**config.mk**
```make
export PLATFORM = sky130hd
export DESIGN_NAME = task_loader
export DESIGN_NICKNAME = d
export VERILOG_FILES = /design/src/rtl/accel_pkg.sv /design/src/rtl/task_loader.sv
export SDC_FILE = /design/constraint.sdc
export NUM_CORES = 1
export LEC_CHECK = 0
export ABC_CLOCK_PERIOD_IN_PS = 2900
export CORE_MARGIN = 1
export CORE_UTILIZATION = 30
export DETAILED_ROUTE_END_ITERATION = 8
export GPL_TIMING_DRIVEN = 0
export PLACE_DENSITY = 0.66
export SLEW_MARGIN = 20
export SYNTH_ARGS = -nofsm -noshare
export SYNTH_HDL_FRONTEND = slang
export SYNTH_SLANG_ARGS = --single-unit
export TNS_END_PERCENT = 5
```
**constraint.sdc**
```tcl
create_clock -name clk -period 2.9 [get_ports clk]
set_input_delay 0.58 -clock clk [delete_from_list [all_inputs] [get_ports clk]]
set_output_delay 0.58 -clock clk [all_outputs]
set_load 0.01 [all_outputs]
```
**src/rtl/accel_pkg.sv**
```systemverilog
// accel_pkg -- shared definitions for the accelerator task path.
//   ADDR_W      : regfile address width (depth 2**ADDR_W)
//   CNT_W       : entry counter width, one bit wider so a full regfile is countable
//   IR_W / ST_W : InexRecur and state data widths
//   loader_state_e : task_loader FSM state encoding
package accel_pkg;

  localparam int ADDR_W = 12;
  localparam int CNT_W  = ADDR_W + 1;
  localparam int IR_W   = 32;
  localparam int ST_W   = 18;

  typedef enum logic [1:0] {
    ST_LOAD  = 2'd0,
    ST_FLUSH = 2'd1,
    ST_RUN   = 2'd2,
    ST_DONE  = 2'd3
  } loader_state_e;

endpackage : accel_pkg

```
**src/rtl/task_loader.sv**
```systemverilog
// task_loader -- streams task entries into the InexRecur and state regfiles,
// then hands control to the accelerator and waits for it to finish.
//
// Ports
//   clk, rst_n                 : clock, synchronous active-low reset
//   cmd_valid_i / cmd_ready_o  : entry beat handshake (ready only while loading)
//   cmd_inexrecur_i            : InexRecur word of the entry
//   cmd_state_i                : state word of the entry
//   cmd_last_i                 : final entry of the task
//   ran_we/_w_addr/_w_data_*   : regfile write ports, one cycle after acceptance
//   is_start_o                 : registered start level to the accelerator
//   acc_done_i                 : accelerator completion pulse (honoured in RUN only)
//   done_o                     : one-cycle task-completion pulse
//   count_o                    : entries loaded in the current task
//   overflow_o                 : sticky, regfile filled without a last beat
module task_loader #(
  parameter int ADDR_W = accel_pkg::ADDR_W,
  parameter int CNT_W  = ADDR_W + 1
) (
  input  logic                       clk,
  input  logic                       rst_n,
  input  logic                       cmd_valid_i,
  output logic                       cmd_ready_o,
  input  logic [accel_pkg::IR_W-1:0] cmd_inexrecur_i,
  input  logic [accel_pkg::ST_W-1:0] cmd_state_i,
  input  logic                       cmd_last_i,
  output logic                       ran_we_InexRecur_o,
  output logic [ADDR_W-1:0]          ran_w_addr_InexRecur_o,
  output logic [accel_pkg::IR_W-1:0] ran_w_data_InexRecur_o,
  output logic                       ran_we_state_o,
  output logic [ADDR_W-1:0]          ran_w_addr_state_o,
  output logic [accel_pkg::ST_W-1:0] ran_w_data_state_o,
  output logic                       is_start_o,
  input  logic                       acc_done_i,
  output logic                       done_o,
  output logic [CNT_W-1:0]           count_o,
  output logic                       overflow_o
);

  import accel_pkg::*;

  // Index of the final regfile entry; accepting a beat here ends the load.
  localparam logic [CNT_W-1:0] LAST_ADDR = CNT_W'(2 ** ADDR_W - 1);

  loader_state_e     state_reg, state_next;
  logic              accept;
  logic              at_depth;

  // Write-stage register: one beat held for exactly one cycle.
  logic              we_reg;
  logic [ADDR_W-1:0] addr_reg;
  logic [IR_W-1:0]   ir_data_reg;
  logic [ST_W-1:0]   st_data_reg;

  logic [CNT_W-1:0]  count_reg;
  logic              overflow_reg;
  logic              is_start_reg;
  logic              done_reg;

  assign cmd_ready_o = (state_reg == ST_LOAD);
  assign accept      = cmd_valid_i && cmd_ready_o;
  assign at_depth    = (count_reg == LAST_ADDR);

  always_comb begin
    state_next = state_reg;
    case (state_reg)
      ST_LOAD: begin
        if (accept && (cmd_last_i || at_depth)) begin
          state_next = ST_FLUSH;
        end
      end
      // The last accepted beat is written here, before start is raised.
      ST_FLUSH: state_next = ST_RUN;
      ST_RUN: begin
        if (acc_done_i) begin
          state_next = ST_DONE;
        end
      end
      ST_DONE: state_next = ST_LOAD;
      default: state_next = ST_LOAD;
    endcase
  end

  always_ff @(posedge clk) begin
    if (!rst_n) begin
      state_reg    <= ST_LOAD;
      we_reg       <= 1'b0;
      addr_reg     <= '0;
      ir_data_reg  <= '0;
      st_data_reg  <= '0;
      count_reg    <= '0;
      overflow_reg <= 1'b0;
      is_start_reg <= 1'b0;
      done_reg     <= 1'b0;
    end else begin
      state_reg <= state_next;
      we_reg    <= accept;
      if (accept) begin
        addr_reg    <= count_reg[ADDR_W-1:0];
        ir_data_reg <= cmd_inexrecur_i;
        st_data_reg <= cmd_state_i;
        count_reg   <= count_reg + CNT_W'(1);
        if (at_depth && !cmd_last_i) begin
          overflow_reg <= 1'b1;
        end
      end
      // Clear on the edge entering DONE so the done cycle already shows zero.
      if ((state_reg == ST_RUN) && acc_done_i) begin
        count_reg    <= '0;
        overflow_reg <= 1'b0;
      end
      // Registered from the next state: start is high exactly during RUN and
      // can never coincide with a write, which only happens in LOAD/FLUSH.
      is_start_reg <= (state_next == ST_RUN);
      done_reg     <= (state_next == ST_DONE);
    end
  end

  assign ran_we_InexRecur_o     = we_reg;
  assign ran_w_addr_InexRecur_o = addr_reg;
  assign ran_w_data_InexRecur_o = ir_data_reg;
  assign ran_we_state_o         = we_reg;
  assign ran_w_addr_state_o     = addr_reg;
  assign ran_w_data_state_o     = st_data_reg;
  assign is_start_o             = is_start_reg;
  assign done_o                 = done_reg;
  assign count_o                = count_reg;
  assign overflow_o             = overflow_reg;

endmodule : task_loader

```
==> results.py, run 1 <==
metrics = {
    "run_status": {
        "status": "complete, no violations",
    },
    "critical_path": {
        "r2r_cells": 7,
        "arrival_ns": 1.64,
        "worstSetupStartpointType": "flop",
        "crit_required_ns": 2.32,
        "crit_slowest_cell": "clkdlybuf4s50_1",
        "endpoint_kind": "output pin",
        "path_cells": "inv_1, ha_1, clkdlybuf4s50_1",
        "max_stage_delay_ns": 0.58,
        "cp_max_fo": 7,
        "worstSetupPathType": "flop to output pin",
    },
    "floorplanning": {
        "coreArea_um2": 10460,
        "fp.dieW_um": 106.4,
        "rows": 37,
        "dieHeight_um": 106.4,
        "ios": 148,
        "start_util_pct": 31.25,
        "dieArea_um2": 11320,
    },
    "global_route": {
        "grt_pass1_vias": 2949,
        "grt_max_degree": 15,
        "grt_pass1_wl_um": 14410,
        "grt_overflow": 0,
        "antenna_found_initial": 0,
        "grt_usage_pct": 15.96,
    },
    "timing": {
        "fmax_mhz": 450.3,
        "worst_pin_slew_ns": 0.6741,
        "slew_headroom_pct": 54.96,
        "setup_tns_ns": 0,
        "fin_crit_ns": 2.221,
        "finalHoldViolCount": 0,
        "rsz0062_at_grt": "false",
        "slew_violations": 0,
        "setup_violations": 0,
        "fin_crit_sh_pct": 76.57,
        "skew_ns": 0.01417,
    },
    "route": {
        "top_layer": "met4",
        "avgViaCountPerCell": 4.530,
        "drc_errors": 0,
        "num_vias": 3094,
        "routed_wl_um": 8921,
        "dr_wl_met3_um": 667,
        "m1WireLength_um": 4031,
        "drtPass1Iterations": 5,
        "drtIter0Drc": 99,
        "wl_met2_um": 4155,
        "wl_per_cell_um": 13.06,
        "drtAntennaViolNets": 0,
    },
    "cts": {
        "cts_sinks": 81,
        "root_buffer": "clkbuf_8",
        "clock_latency_ns": 0.35,
        "clockBufferDepth": 2,
        "numCtsBuffers": 9,
        "post_cts_buffers": 0,
        "htree_levels": 3,
        "path_clk_slew_ns": 0.09,
        "cts_tree": "done",
        "cts.hold.buffers_added": 0,
        "cts_resized": 0,
    },
    "finish": {
        "antenna_cells": 0,
        "stdcell_area_um2": 5154,
        "drive_gt1_share_pct": 6.216,
        "largest_reg_flops": 32,
        "nets": 601,
        "fillers": 1044,
        "multi_input_area_um2": 1451,
        "layout.area.seq_um2": 1622,
        "area_growth_syn_to_layout_pct": 57.63,
    },
    "placement": {
        "hpwl_um": 6615,
        "io_buffers": 147,
        "place_congestion": 0.7438,
        "dpl_cell_area_um2": 4911,
    },
    "synth": {
        "syn-mean-instance-area_um2": 8.514,
        "seq_area_frac_synth_pct": 49.60,
        "synth-seq-cells": 81,
        "synthFlopType": "dfxtp_1",
        "ys_warn_count": 0,
        "ys_types": 33,
        "synth_area_um2": 3269,
        "synth_nets": 443,
        "syn_inst": 384,
        "async_flop_share_pct": 0,
        "synth_edf_count": 0,
    },
    "power": {
        "power_density_nw_per_um2": 662.3,
        "leakagePower_nw": 1.836,
        "vdd_drop_max_v": 0.0003319,
    },
    "run": {
        "maxCapViolations": 0,
    },
    "min_path": {
        "hold_depth": 2,
        "hp-class": "flop to flop",
    },
}
==> layer usage <==
layer  global-route usage [%]  vias up
li1                         -     1576
met1                    19.39     1391
met2                    27.27      116
met3                    4.782       11
met4                    4.167        0
met5                        0        -
==> cell families (layout without fill, tap and decap cells) <==
| kind of cell | Yosys count | in the layout | synth area share [%] |
|---|---|---|---|
| adders and majority gates | 4 | 4 | 1.531 |
| DFF | 81 | 81 | 49.60 |
| muxes | 3 | 3 | 0.9185 |
| buffers and inverters | 39 | 202 | 6.008 |
| AOI/OAI and AO/OA | 85 | 85 | 18.98 |
| xor gates and xnor gates | 2 | 2 | 0.5359 |
| and+or+nand+nor | 170 | 170 | 22.43 |
==> worst max-delay path, delay by kind of cell, from the launching register on <==
kind | cells | cell delay [ns]
buffers and inverters | 2 | 0.69
DFF | 1 | 0.33
adders and majority gates | 1 | 0.29
==> stage by stage <==
stage          utilization [%]  hold slack (ns)  total power, mW  setup slack [ns]  instances
2_1_floorplan                -           0.4876            1.900             1.251        384
3_3_place_gp             46.94           0.4501            2.436            0.4467        667
3_5_place_dp             46.94           0.4573            2.463            0.4041        667
4_1_cts                  49.26           0.4695            3.461            0.6462        683
5_1_grt                  49.26           0.4886            3.634            0.5507        683
6_report                 49.26           0.4653            3.413            0.6795        683
==> Yosys cell counts, drive strengths merged (5+ instances only) <==
master    n  area share, %
buf      15            3.3
a21boi   63             14
o21ai     5           0.77
nand2b    5           0.96
dfxtp    81             50
clkbuf   20            2.3
nand2   137             16
nand3     5           0.77
a21oi     9            1.4
==> layout make-up <==
cell class,count,share of cell area (%)
inverter,4,0.2913
timing repair buffer,147,28.55
clock inverter,7,2.306
clock buffer,9,2.404
multi-input combinational,264,28.16
tap,136,3.302
sequential,81,31.46
buffer,35,3.520
==> where the power goes <==
part	total [mW]	switching, mW	internal (mW)
logic	1.05	0.540	0.509
clock network	0.994	0.422	0.572
registers	1.37	0.0957	1.27
==> placed cells by master, fill, tap and decap left out, types with 4 or more instances in the layout <==
cell	n
clkdlybuf4s50_1	147
nand2_1	137
dfxtp_1	81
a21boi_0	62
clkbuf_1	20
buf_4	13
a21oi_1	9
clkbuf_8	9
nand2b_1	5
nand3_1	5
o21ai_0	5
inv_1	4
nor4_1	4
ha_1	4
==> path summary, 6_finish.rpt <==
check	start	to	slack [ns]
hold reg to reg	ran_w_data_state_o[17]$_SDFFE_PN0P_	ran_w_data_state_o[17]$_SDFFE_PN0P_	0.47
setup / recovery	state_reg[0]$_SDFF_PN0_	cmd_ready_o	0.68
hold / removal	ran_w_data_state_o[17]$_SDFFE_PN0P_	ran_w_data_state_o[17]$_SDFFE_PN0P_	0.47
setup reg to reg	state_reg[0]$_SDFF_PN0_	ran_w_addr_InexRecur_o[4]$_SDFFE_PN0P_	0.82
(Power assumes the default switching activity.)
==> inputs of run 2 (changes only) <==
Settings changed: ABC_CLOCK_PERIOD_IN_PS 2900 to 1920, PLACE_DENSITY 0.66 to 0.68.
Clock period 2.9 ns to 1.92 ns, I/O delays scaled along.
==> run 2 against run 1 <==
  * Global-route usage fell by 0.12 points
  * Clock power rose by 41%
  * Sequential power rose by 51%
  * Register-to-register slack got worse by 0.67 ns
  * Combinational power rose by 53%
  * Critical path depth fell by 2
  * First-iteration DRC count fell by 10%
  * Cell area rose by 0.24%
  * Clock skew fell by 0.0039 ns
  * Via count rose by 1.6%
  * Highest routed layer unchanged
==> results.py, run 2 (synthesized netlist as in run 1, its figures left out) <==
metrics = {
    "floorplanning": {
        "start_util_pct": 31.25,
        "coreArea_um2": 10460,
        "dieArea_um2": 11320,
        "ios": 148,
        "fp.dieW_um": 106.4,
        "dieHeight_um": 106.4,
        "rows": 37,
    },
    "critical_path": {
        "r2r_cells": 7,
        "crit_required_ns": 1.54,
        "endpoint_kind": "output pin",
        "cp_max_fo": 8,
        "reg2reg_slack_ns": 0.15,
        "worstSetupPathType": "flop to output pin",
        "critical_path.startpoint": "count_o[8]$_SDFFE_PP0P_",
        "worstSetupStartpointType": "flop",
        "max_stage_delay_ns": 0.60,
        "path_cells": "clkdlybuf4s50_1",
        "crit_slowest_cell": "clkdlybuf4s50_1",
        "cp_top_family": "buffers and inverters",
        "r2r-end": "ran_w_data_InexRecur_o[20]$_SDFFE_PN0P_",
        "arrival_ns": 1.46,
        "path_buf_inv": 1,
        "r2r-start": "state_reg[1]$_SDFF_PN0_",
    },
    "timing": {
        "setup_tns_ns": 0,
        "worst_pin_slew_ns": 0.6539,
        "skew_ns": 0.01027,
        "slew_headroom_pct": 56.32,
        "rsz0062_at_grt": "true",
        "setup_violations": 0,
        "slew_violations": 0,
        "fin_crit_ns": 1.847,
        "fmax_mhz": 541.4,
        "finalWorstSetupSlack_ns": 0.07284,
        "fin_crit_sh_pct": 96.21,
        "finalHoldViolCount": 0,
        "whs_ns": 0.4631,
    },
    "power": {
        "vdd_drop_max_v": 0.0005182,
        "seqPwrFrac_pct": 40.8,
        "leakagePower_nw": 1.857,
        "intPower_mw": 3.485,
        "p_clk_share_pct": 27.6,
        "p_comb_share_pct": 31.7,
        "power_density_nw_per_um2": 984.4,
        "switchingPower_mw": 1.600,
        "switching_share_pct": 31.47,
    },
    "finish": {
        "largest_reg_flops": 32,
        "antenna_cells": 0,
        "final_cell_mix": "clkdlybuf4s50_1, nand2_1, dfxtp_1",
        "mostFrequentLayoutCell": "clkdlybuf4s50_1",
        "drive_gt1_share_pct": 8.059,
        "nets": 600,
        "area_growth_syn_to_layout_pct": 58.02,
    },
    "route": {
        "wl_per_cell_um": 12.96,
        "drtPass1Iterations": 4,
        "drtAntennaViolNets": 0,
        "avgViaCountPerCell": 4.607,
        "num_vias": 3142,
        "routed_wl_um": 8839,
        "drtIter0Drc": 89,
        "drc_errors": 0,
    },
    "cts": {
        "clockBufferDepth": 2,
        "clock_latency_ns": 0.35,
        "cts.hold.buffers_added": 0,
        "root_buffer": "clkbuf_8",
        "cts_tree": "done",
        "cts_sinks": 81,
        "path_clk_slew_ns": 0.09,
        "post_cts_buffers": 0,
        "htree_levels": 3,
        "numCtsBuffers": 9,
    },
    "min_path": {
        "hp-class": "flop to flop",
        "min_to": "ran_w_data_InexRecur_o[14]$_SDFFE_PN0P_",
        "hold_depth": 2,
        "hold_start": "ran_w_data_InexRecur_o[14]$_SDFFE_PN0P_",
    },
    "run_status": {
        "status": "complete, no violations",
    },
    "placement": {
        "place_congestion": 0.7453,
        "hpwl_um": 6548,
        "pre_cts_ws_ns": -0.3805,
        "io_buffers": 147,
    },
    "global_route": {
        "grt_max_degree": 15,
        "antenna_found_initial": 0,
        "grt_pass1_vias": 2961,
        "grt_pass1_wl_um": 14280,
        "grt_usage_pct": 15.83,
        "grt_overflow": 0,
    },
    "run": {
        "maxCapViolations": 0,
    },
}
-- run 2: cell types whose count changed in the layout (fill, tap and decap cells not counted), sizes merged --
cell	change
buf	+1
bufinv	-1
clkbuf	-1
clkdlybuf4s50	-1
clkinv	+2
clkinvlp	-2
dlymetal6s2s	+1
-- run 2: power by group through the flow --
stage	registers [mW]	clock network, mW	logic [mW]
after global routing	2.10	1.54	1.79
after CTS	2.08	1.46	1.64
after detailed placement	2.11	0	1.61
after global placement	2.09	0	1.58
after floorplan	2.20	0	0.671
final	2.07	1.40	1.61
-- run 2: worst max path at each step --
stage | end | depth (start not counted)
2_1_floorplan | count_o[11]$_SDFFE_PP0P_ | 6
6_report | count_o[8] | 1
3_5_place_dp | ran_w_data_InexRecur_o[9]$_SDFFE_PN0P_ | 6
5_1_grt | ran_w_data_InexRecur_o[12]$_SDFFE_PN0P_ | 7
4_1_cts | cmd_ready_o | 3
3_3_place_gp | ran_w_addr_InexRecur_o[0]$_SDFFE_PN0P_ | 6
-- run 2: area by class of cell --
cell class	count	area, um2
plain buffers	34	183.9
clock buffers	10	137.6
flip-flops and latches	81	1624
fillers	1001	5296
repair buffers	147	1474
multi-input cells	264	1470
inverters	4	15.01
well taps	136	170.2
clock inverters	6	91.34
-- run 2: layer usage --
layer | GRT usage [%] | routed length [um]
met5 | 0 | 0
met4 | 6.052 | 119
met1 | 19.26 | 3831
met3 | 5.395 | 768
met2 | 25.65 | 4120
-- run 2: worst min-delay path, stage by stage (launching register included) --
cell and delay [ns]:
dfxtp_1 0.31, nand2_1 0.05, a21boi_0 0.06
-- run 2: metrics by stage --
step                      cells  area (um2)  power, mW  util, %
after global placement      667        4911      3.675    46.94
after floorplan             384        3269      2.870        -
after CTS                   682        5149      5.173    49.21
after global routing        682        5166      5.435    49.38
after detailed placement    667        4911      3.721    46.94
final                       682        5166      5.086    49.38
-- run 2: timing repair --
item                                    4_1_cts  5_1_grt
endpoints found under the setup margin       62       18
pin swaps                                     0        0
resized for setup                             3       15
